[src/rtl/alu_sequencer_pkg.sv]
// ---------------------------------------------------------------------------
// Module  : alu_sequencer_pkg
// Brief   : Opcodes, ALU select codes, CCR bit positions, branch condition
//           codes and FSM state type shared by the ALU sequencer.
// Revision: 1.0 - initial release
// ---------------------------------------------------------------------------
`default_nettype none

package alu_sequencer_pkg;

  // Command opcodes (4 bits)
  localparam logic [3:0] OP_ADD  = 4'h0;
  localparam logic [3:0] OP_SUB  = 4'h1;
  localparam logic [3:0] OP_AND  = 4'h2;
  localparam logic [3:0] OP_OR   = 4'h3;
  localparam logic [3:0] OP_INCA = 4'h4;
  localparam logic [3:0] OP_INCB = 4'h5;
  localparam logic [3:0] OP_DECA = 4'h6;
  localparam logic [3:0] OP_DECB = 4'h7;
  localparam logic [3:0] OP_LDA  = 4'h8;
  localparam logic [3:0] OP_LDB  = 4'h9;
  localparam logic [3:0] OP_CMP  = 4'hA;

  // ALU select codes (3 bits)
  localparam logic [2:0] SEL_ADD  = 3'd0;
  localparam logic [2:0] SEL_SUB  = 3'd1;
  localparam logic [2:0] SEL_NONE = 3'd0;

  // CCR bit positions {N,Z,V,C}
  localparam int CCR_N = 3;
  localparam int CCR_Z = 2;
  localparam int CCR_V = 1;
  localparam int CCR_C = 0;

  // Branch condition select codes
  localparam logic [3:0] COND_AL = 4'h0;
  localparam logic [3:0] COND_EQ = 4'h1;
  localparam logic [3:0] COND_NE = 4'h2;
  localparam logic [3:0] COND_MI = 4'h3;
  localparam logic [3:0] COND_PL = 4'h4;
  localparam logic [3:0] COND_VS = 4'h5;
  localparam logic [3:0] COND_VC = 4'h6;
  localparam logic [3:0] COND_CS = 4'h7;
  localparam logic [3:0] COND_CC = 4'h8;
  localparam logic [3:0] COND_GE = 4'h9;
  localparam logic [3:0] COND_LT = 4'hA;
  localparam logic [3:0] COND_GT = 4'hB;
  localparam logic [3:0] COND_LE = 4'hC;

  // Sequencer FSM states
  typedef enum logic [1:0] {
    ST_IDLE = 2'd0,
    ST_EXEC = 2'd1,
    ST_DONE = 2'd2
  } seq_state_t;

  // ALU select driven for a given opcode; non-ALU opcodes park the ALU on 000
  function automatic logic [2:0] sel_for_op(input logic [3:0] op);
    logic [2:0] sel;
    if (op[3] == 1'b0) begin
      sel = op[2:0];
    end else if (op == OP_CMP) begin
      sel = SEL_SUB;
    end else begin
      sel = SEL_NONE;
    end
    return sel;
  endfunction

endpackage

`default_nettype wire

[src/rtl/alu_sequencer_cond_eval.sv]
// ---------------------------------------------------------------------------
// Module  : alu_sequencer_cond_eval
// Brief   : Combinational branch-condition evaluator over the CCR.
// Revision: 1.0 - initial release
// ---------------------------------------------------------------------------
`default_nettype none

module alu_sequencer_cond_eval
  import alu_sequencer_pkg::*;
(
  input  logic [3:0] i_ccr,
  input  logic [3:0] i_cond_sel,
  output logic       o_cond_true
);

  logic w_n;
  logic w_z;
  logic w_v;
  logic w_c;

  assign w_n = i_ccr[CCR_N];
  assign w_z = i_ccr[CCR_Z];
  assign w_v = i_ccr[CCR_V];
  assign w_c = i_ccr[CCR_C];

  // Decode the selected condition; unused select codes evaluate false
  always_comb begin
    o_cond_true = 1'b0;
    case (i_cond_sel)
      COND_AL: o_cond_true = 1'b1;
      COND_EQ: o_cond_true = w_z;
      COND_NE: o_cond_true = ~w_z;
      COND_MI: o_cond_true = w_n;
      COND_PL: o_cond_true = ~w_n;
      COND_VS: o_cond_true = w_v;
      COND_VC: o_cond_true = ~w_v;
      COND_CS: o_cond_true = w_c;
      COND_CC: o_cond_true = ~w_c;
      COND_GE: o_cond_true = (w_n == w_v);
      COND_LT: o_cond_true = (w_n != w_v);
      COND_GT: o_cond_true = ~w_z & (w_n == w_v);
      COND_LE: o_cond_true = w_z | (w_n != w_v);
      default: o_cond_true = 1'b0;
    endcase
  end

endmodule

`default_nettype wire

[src/rtl/alu_sequencer.sv]
// ---------------------------------------------------------------------------
// Module  : alu_sequencer
// Brief   : Initiator side of the 8-bit ALU interface. Accepts commands on a
//           valid/ready port, drives A/B/SEL into the ALU, writes RESULT back
//           into accumulator A or B and NZVC into the CCR. Fixed two-cycle
//           accept-to-done latency.
// Revision: 1.0 - initial release
// ---------------------------------------------------------------------------
`default_nettype none

module alu_sequencer
  import alu_sequencer_pkg::*;
(
  input  logic       clk,
  input  logic       rst_n,
  input  logic       i_cmd_valid,
  output logic       o_cmd_ready,
  input  logic [3:0] i_cmd_op,
  input  logic [7:0] i_cmd_imm,
  output logic [7:0] o_alu_a,
  output logic [7:0] o_alu_b,
  output logic [2:0] o_alu_sel,
  input  logic [7:0] i_alu_result,
  input  logic [3:0] i_alu_nzvc,
  output logic [7:0] o_reg_a,
  output logic [7:0] o_reg_b,
  output logic [3:0] o_ccr,
  output logic       o_done,
  output logic       o_err,
  input  logic [3:0] i_cond_sel,
  output logic       o_cond_true
);

  seq_state_t r_state;
  seq_state_t w_state_nxt;

  logic [3:0] r_op;
  logic [7:0] r_imm;
  logic [2:0] r_sel;
  logic [7:0] r_a;
  logic [7:0] r_b;
  logic [3:0] r_ccr;

  logic       w_accept;
  logic       w_capture;
  logic       w_illegal;

  // Opcodes above CMP have no defined behaviour
  assign w_illegal = (r_op > OP_CMP);

  // FSM state register
  always_ff @(posedge clk or negedge rst_n) begin
    if (!rst_n) begin
      r_state <= ST_IDLE;
    end else begin
      r_state <= w_state_nxt;
    end
  end

  // Next-state and handshake/strobe decode
  always_comb begin
    w_state_nxt = r_state;
    o_cmd_ready = 1'b0;
    o_done      = 1'b0;
    o_err       = 1'b0;
    w_accept    = 1'b0;
    w_capture   = 1'b0;
    case (r_state)
      ST_IDLE: begin
        o_cmd_ready = 1'b1;
        if (i_cmd_valid) begin
          w_accept    = 1'b1;
          w_state_nxt = ST_EXEC;
        end
      end
      ST_EXEC: begin
        w_capture   = 1'b1;
        w_state_nxt = ST_DONE;
      end
      ST_DONE: begin
        o_done      = 1'b1;
        o_err       = w_illegal;
        w_state_nxt = ST_IDLE;
      end
      default: begin
        w_state_nxt = ST_IDLE;
      end
    endcase
  end

  // Command latch on accept; result/flag writeback at the end of EXEC
  always_ff @(posedge clk or negedge rst_n) begin
    if (!rst_n) begin
      r_op  <= 4'h0;
      r_imm <= 8'h00;
      r_sel <= 3'd0;
      r_a   <= 8'h00;
      r_b   <= 8'h00;
      r_ccr <= 4'h0;
    end else begin
      if (w_accept) begin
        r_op  <= i_cmd_op;
        r_imm <= i_cmd_imm;
        r_sel <= sel_for_op(i_cmd_op);
      end
      if (w_capture) begin
        case (r_op)
          OP_ADD, OP_SUB, OP_AND, OP_OR, OP_INCA, OP_DECA: begin
            r_a   <= i_alu_result;
            r_ccr <= i_alu_nzvc;
          end
          OP_INCB, OP_DECB: begin
            r_b   <= i_alu_result;
            r_ccr <= i_alu_nzvc;
          end
          OP_LDA: r_a <= r_imm;
          OP_LDB: r_b <= r_imm;
          OP_CMP: r_ccr <= i_alu_nzvc;
          default: begin
            // illegal opcode: architectural state is left untouched
          end
        endcase
      end
    end
  end

  assign o_alu_a   = r_a;
  assign o_alu_b   = r_b;
  assign o_alu_sel = r_sel;
  assign o_reg_a   = r_a;
  assign o_reg_b   = r_b;
  assign o_ccr     = r_ccr;

  alu_sequencer_cond_eval u_cond_eval (
    .i_ccr       (r_ccr),
    .i_cond_sel  (i_cond_sel),
    .o_cond_true (o_cond_true)
  );

endmodule

`default_nettype wire

[config.mk]
export PLATFORM = sky130hd
export DESIGN_NAME = alu_sequencer
export DESIGN_NICKNAME = d
export VERILOG_FILES = /design/src/rtl/alu_sequencer_pkg.sv /design/src/rtl/alu_sequencer_cond_eval.sv /design/src/rtl/alu_sequencer.sv
export SDC_FILE = /design/constraint.sdc
export NUM_CORES = 1
export LEC_CHECK = 0
export CAP_MARGIN = 25
export CORE_ASPECT_RATIO = 0.9
export CORE_MARGIN = 2
export CORE_UTILIZATION = 30
export CTS_BUF_LIST = sky130_fd_sc_hd__clkbuf_8
export CTS_CLUSTER_DIAMETER = 150
export CTS_CLUSTER_SIZE = 16
export DETAILED_ROUTE_END_ITERATION = 16
export SLEW_MARGIN = 20
export SYNTH_ARGS = -nofsm -noshare
export SYNTH_HDL_FRONTEND = slang
export SYNTH_SLANG_ARGS = --single-unit
[constraint.sdc]
create_clock -name clk -period 2.8 [get_ports clk]
set_clock_uncertainty 0.15 [all_clocks]
set_input_delay 0.28 -clock clk [delete_from_list [all_inputs] [get_ports clk]]
set_output_delay 0.28 -clock clk [all_outputs]
set_load 0.01 [all_outputs]
==> metrics.md <==
| Metric | Value |
|---|---|
| Status | `complete, no violations` |
| Share of layout cells above drive strength 1 | `13.2%` |
| Inserted Clock Buffers | `5` |
| Global-route wire length before repair | `6900 µm` |
| Die Width | `87.6 µm` |
| PwrDens | `963 mW/mm²` |
| Nets | `264` |
| DP HPWL | `2940 µm` |
| Hold Violations, Final | `0` |
| Seq cells post-synth | `37` |
| Sequential power share | `35.1%` |
| Gr ovfl total | `0` |
| Fin crit share | `96.8%` |
| Area Overhead vs Synth | `44.2%` |
| Gate power share | `44.0%` |
| Post-CTS Repair Setup Buffers | `0` |
| Clock slew at reported path FFs | `0.07 ns` |
| Sw frac | `31.3%` |
| FMAX | `369 MHz` |
| Post-synth net total | `203` |
| Routed wire per std cell | `12.9 µm` |
| Startpoint Class | `input pin` |
| Switch Pwr | `0.821 mW` |
| Initial DRC count | `43` |
| Commonest non-fill, non-tap cell in the layout | `clkdlybuf4s50_1` |
| Vias/cell | `4.45` |
| Peak supply drop | `0.422 mV` |
| Die area | `0.00694 mm²` |
| P_int | `1.80 mW` |
| Final Util | `44.5%` |
| Yosys cell types | `28` |
| Synth Cell Area | `0.00189 mm²` |
| Minimum clock period | `2.71 ns` |
| Required time of the critical path | `2.37 ns` |
| Mapped Cells | `172` |
| Starting Density | `30.9%` |
| Post-route ant nets | `0` |
| Number of global-route vias before repair | `1431` |
| IO buf count | `73` |
| FF-to-FF setup slack | `0.94 ns` |
| GRT Total Usage | `12.9%` |
| Hold WC Path Type | `flop to flop` |
| Worst setup margin | `0.0893 ns` |
| Core region area | `0.00611 mm²` |
| Final wirelength | `4150 µm` |
| # DRC | `0` |
| Min-Delay Path Depth | `1` |
| Maximum fanout along the worst path | `8` |
| Initial DRT Pass Iterations | `4` |
| Relative slew slack | `44.4%` |
| Post-synthesis sequential area ratio | `49.1%` |
| TNS Setup | `0 ns` |
| Slew Limit Fails | `0` |
| Synth Area per Inst | `11.0 µm²` |
| Antenna Cells | `0` |
| Critical Path AT | `2.28 ns` |
| TritonCTS clock tree | `yes` |
| RSZ-0062 raised after global routing | `false` |
| CTS H-tree depth | `2` |
| Post-Place Worst Slack | `0.0978 ns` |
| Clk root buf | `clkbuf_8` |
| Clk_lat worst skew | `0.28 ns` |
| Top Ports | `74` |
| Clock Power Share | `20.8%` |
| Sink Count | `37` |
| Clock buffer depth | `2` |
| Maxcap violations | `0` |
| Setup Crit Path Kind | `input pin to primary output` |
| Die Ht | `79.2 µm` |
| Row cnt | `27` |
| Yosys warning count | `0` |
| Final setup violation count | `0` |
| Largest net degree at the start of global routing | `38` |
| Critical path endpoint category | `primary output` |
| Worst hold slack | `0.388 ns` |
| Gp weighted congestion | `0.711` |
| Vias | `1428` |
| Tightest Pin Transition | `0.834 ns` |
| Post-cts sizing count | `0` |
| Pwr Total | `2.62 mW` |
| Worst reg2reg path depth | `4` |
| Initial antenna violation count | `0` |
| Most frequent cells in the layout | `clkdlybuf4s50_1 (72), dfrtp_1 (37), a21oi_1 (28)` |
| Leakage power | `1.07 nW` |
through the flow:
step,cell area [µm²],cells
2_1_floorplan,1890,172
3_3_place_gp,2580,312
3_5_place_dp,2580,312
4_1_cts,2720,321
5_1_grt,2720,321
6_report,2720,321
state kept, by name, summed over array words and instances, names as in the netlist:
register / flops
o_alu_a: 8
o_alu_b: 8
o_alu_sel: 3
o_ccr: 4
r_imm: 8
r_op: 4
r_state: 2
area by class of cell:
class / count / area, µm²
repair buffers: 77 / 758
well taps: 87 / 109
inverters: 3 / 11.3
fillers: 603 / 3390
multi-input cells: 109 / 782
clock inverters: 3 / 65.1
flip-flops and latches: 37 / 926
clock buffers: 5 / 68.8
power groups by stage:
stage          Clock, mW  Sequential, mW  Combinational, mW
3_3_place_gp           0           0.930               1.15
4_1_cts            0.560           0.926               1.17
2_1_floorplan          0           0.970              0.583
5_1_grt            0.582           0.957               1.26
6_report           0.545           0.921               1.15
3_5_place_dp           0           0.936               1.16
routing by layer:
layer | wire (µm) | track usage (%) | part of all wire (%) | vias to the layer above
li1 | - | - | - | 713
met1 | 2000 | 18.4 | 48 | 671
met2 | 1910 | 19.5 | 46 | 42
met3 | 215 | 2.91 | 5.2 | 2
met4 | 23 | 3.69 | 0.55 | 0
met5 | 0 | 0 | 0 | -
kinds of logic (layout without fill, tap and decap cells):
logic type | count (synthesis) | count (layout) | synth area share (%)
AO/OA/AOI/OAI | 41 | 41 | 12.6
XOR/XNOR | 1 | 1 | 0.464
buffers and inverters | 26 | 88 | 9.48
flip-flops | 37 | 37 | 49.1
multiplexers | 32 | 32 | 18.0
AND/OR/NAND/NOR | 35 | 35 | 10.3
worst max-delay path, cell delays in order:
cell	delay (ns)
clkdlybuf4s50_1	0.52
nand2_1	0.11
o22ai_1	0.07
or4b_2	0.61
o2111ai_1	0.11
clkdlybuf4s50_1	0.57
cell usage after synthesis (all sizes together):
cell	count	area (µm²)
a21boi	1	7.51
a21oi	28	140
a31oi	2	12.5
and2	3	18.8
and2b	2	15.0
and3b	1	8.76
buf	23	168
dfrtp	37	926
inv	3	11.3
mux2	16	180
mux2i	16	160
nand2	3	11.3
nand2b	1	6.26
nand3	1	5.00
nand3b	4	30.0
nor2	14	52.6
nor2b	4	25.0
nor3b	1	12.5
o2111ai	1	8.76
o211a	1	10.0
o21a	1	7.51
o21ai	3	15.0
o22a	2	17.5
o22ai	2	18.8
or4b	1	10.0
xnor2	1	8.76
worst paths after layout:
kind | from | endpoint
worst max register to register | r_op[2]$_DFFE_PN0P_ | o_ccr[1]$_DFFE_PN0P_
worst max-delay path | i_cond_sel[1] | o_cond_true
max in group asynchronous | rst_n | o_alu_a[4]$_DFFE_PN0P_
worst min-delay path | r_imm[1]$_DFFE_PN0P_ | r_imm[1]$_DFFE_PN0P_
min in group asynchronous | rst_n | o_alu_sel[2]$_DFFE_PN0P_
worst min register to register | r_imm[1]$_DFFE_PN0P_ | r_imm[1]$_DFFE_PN0P_
repair_timing:
item,CTS,global route
hold endpoints to repair,37,0
hold buffers,1,0
setup endpoints to repair,0,0
Power figures use the tool's default switching activity.
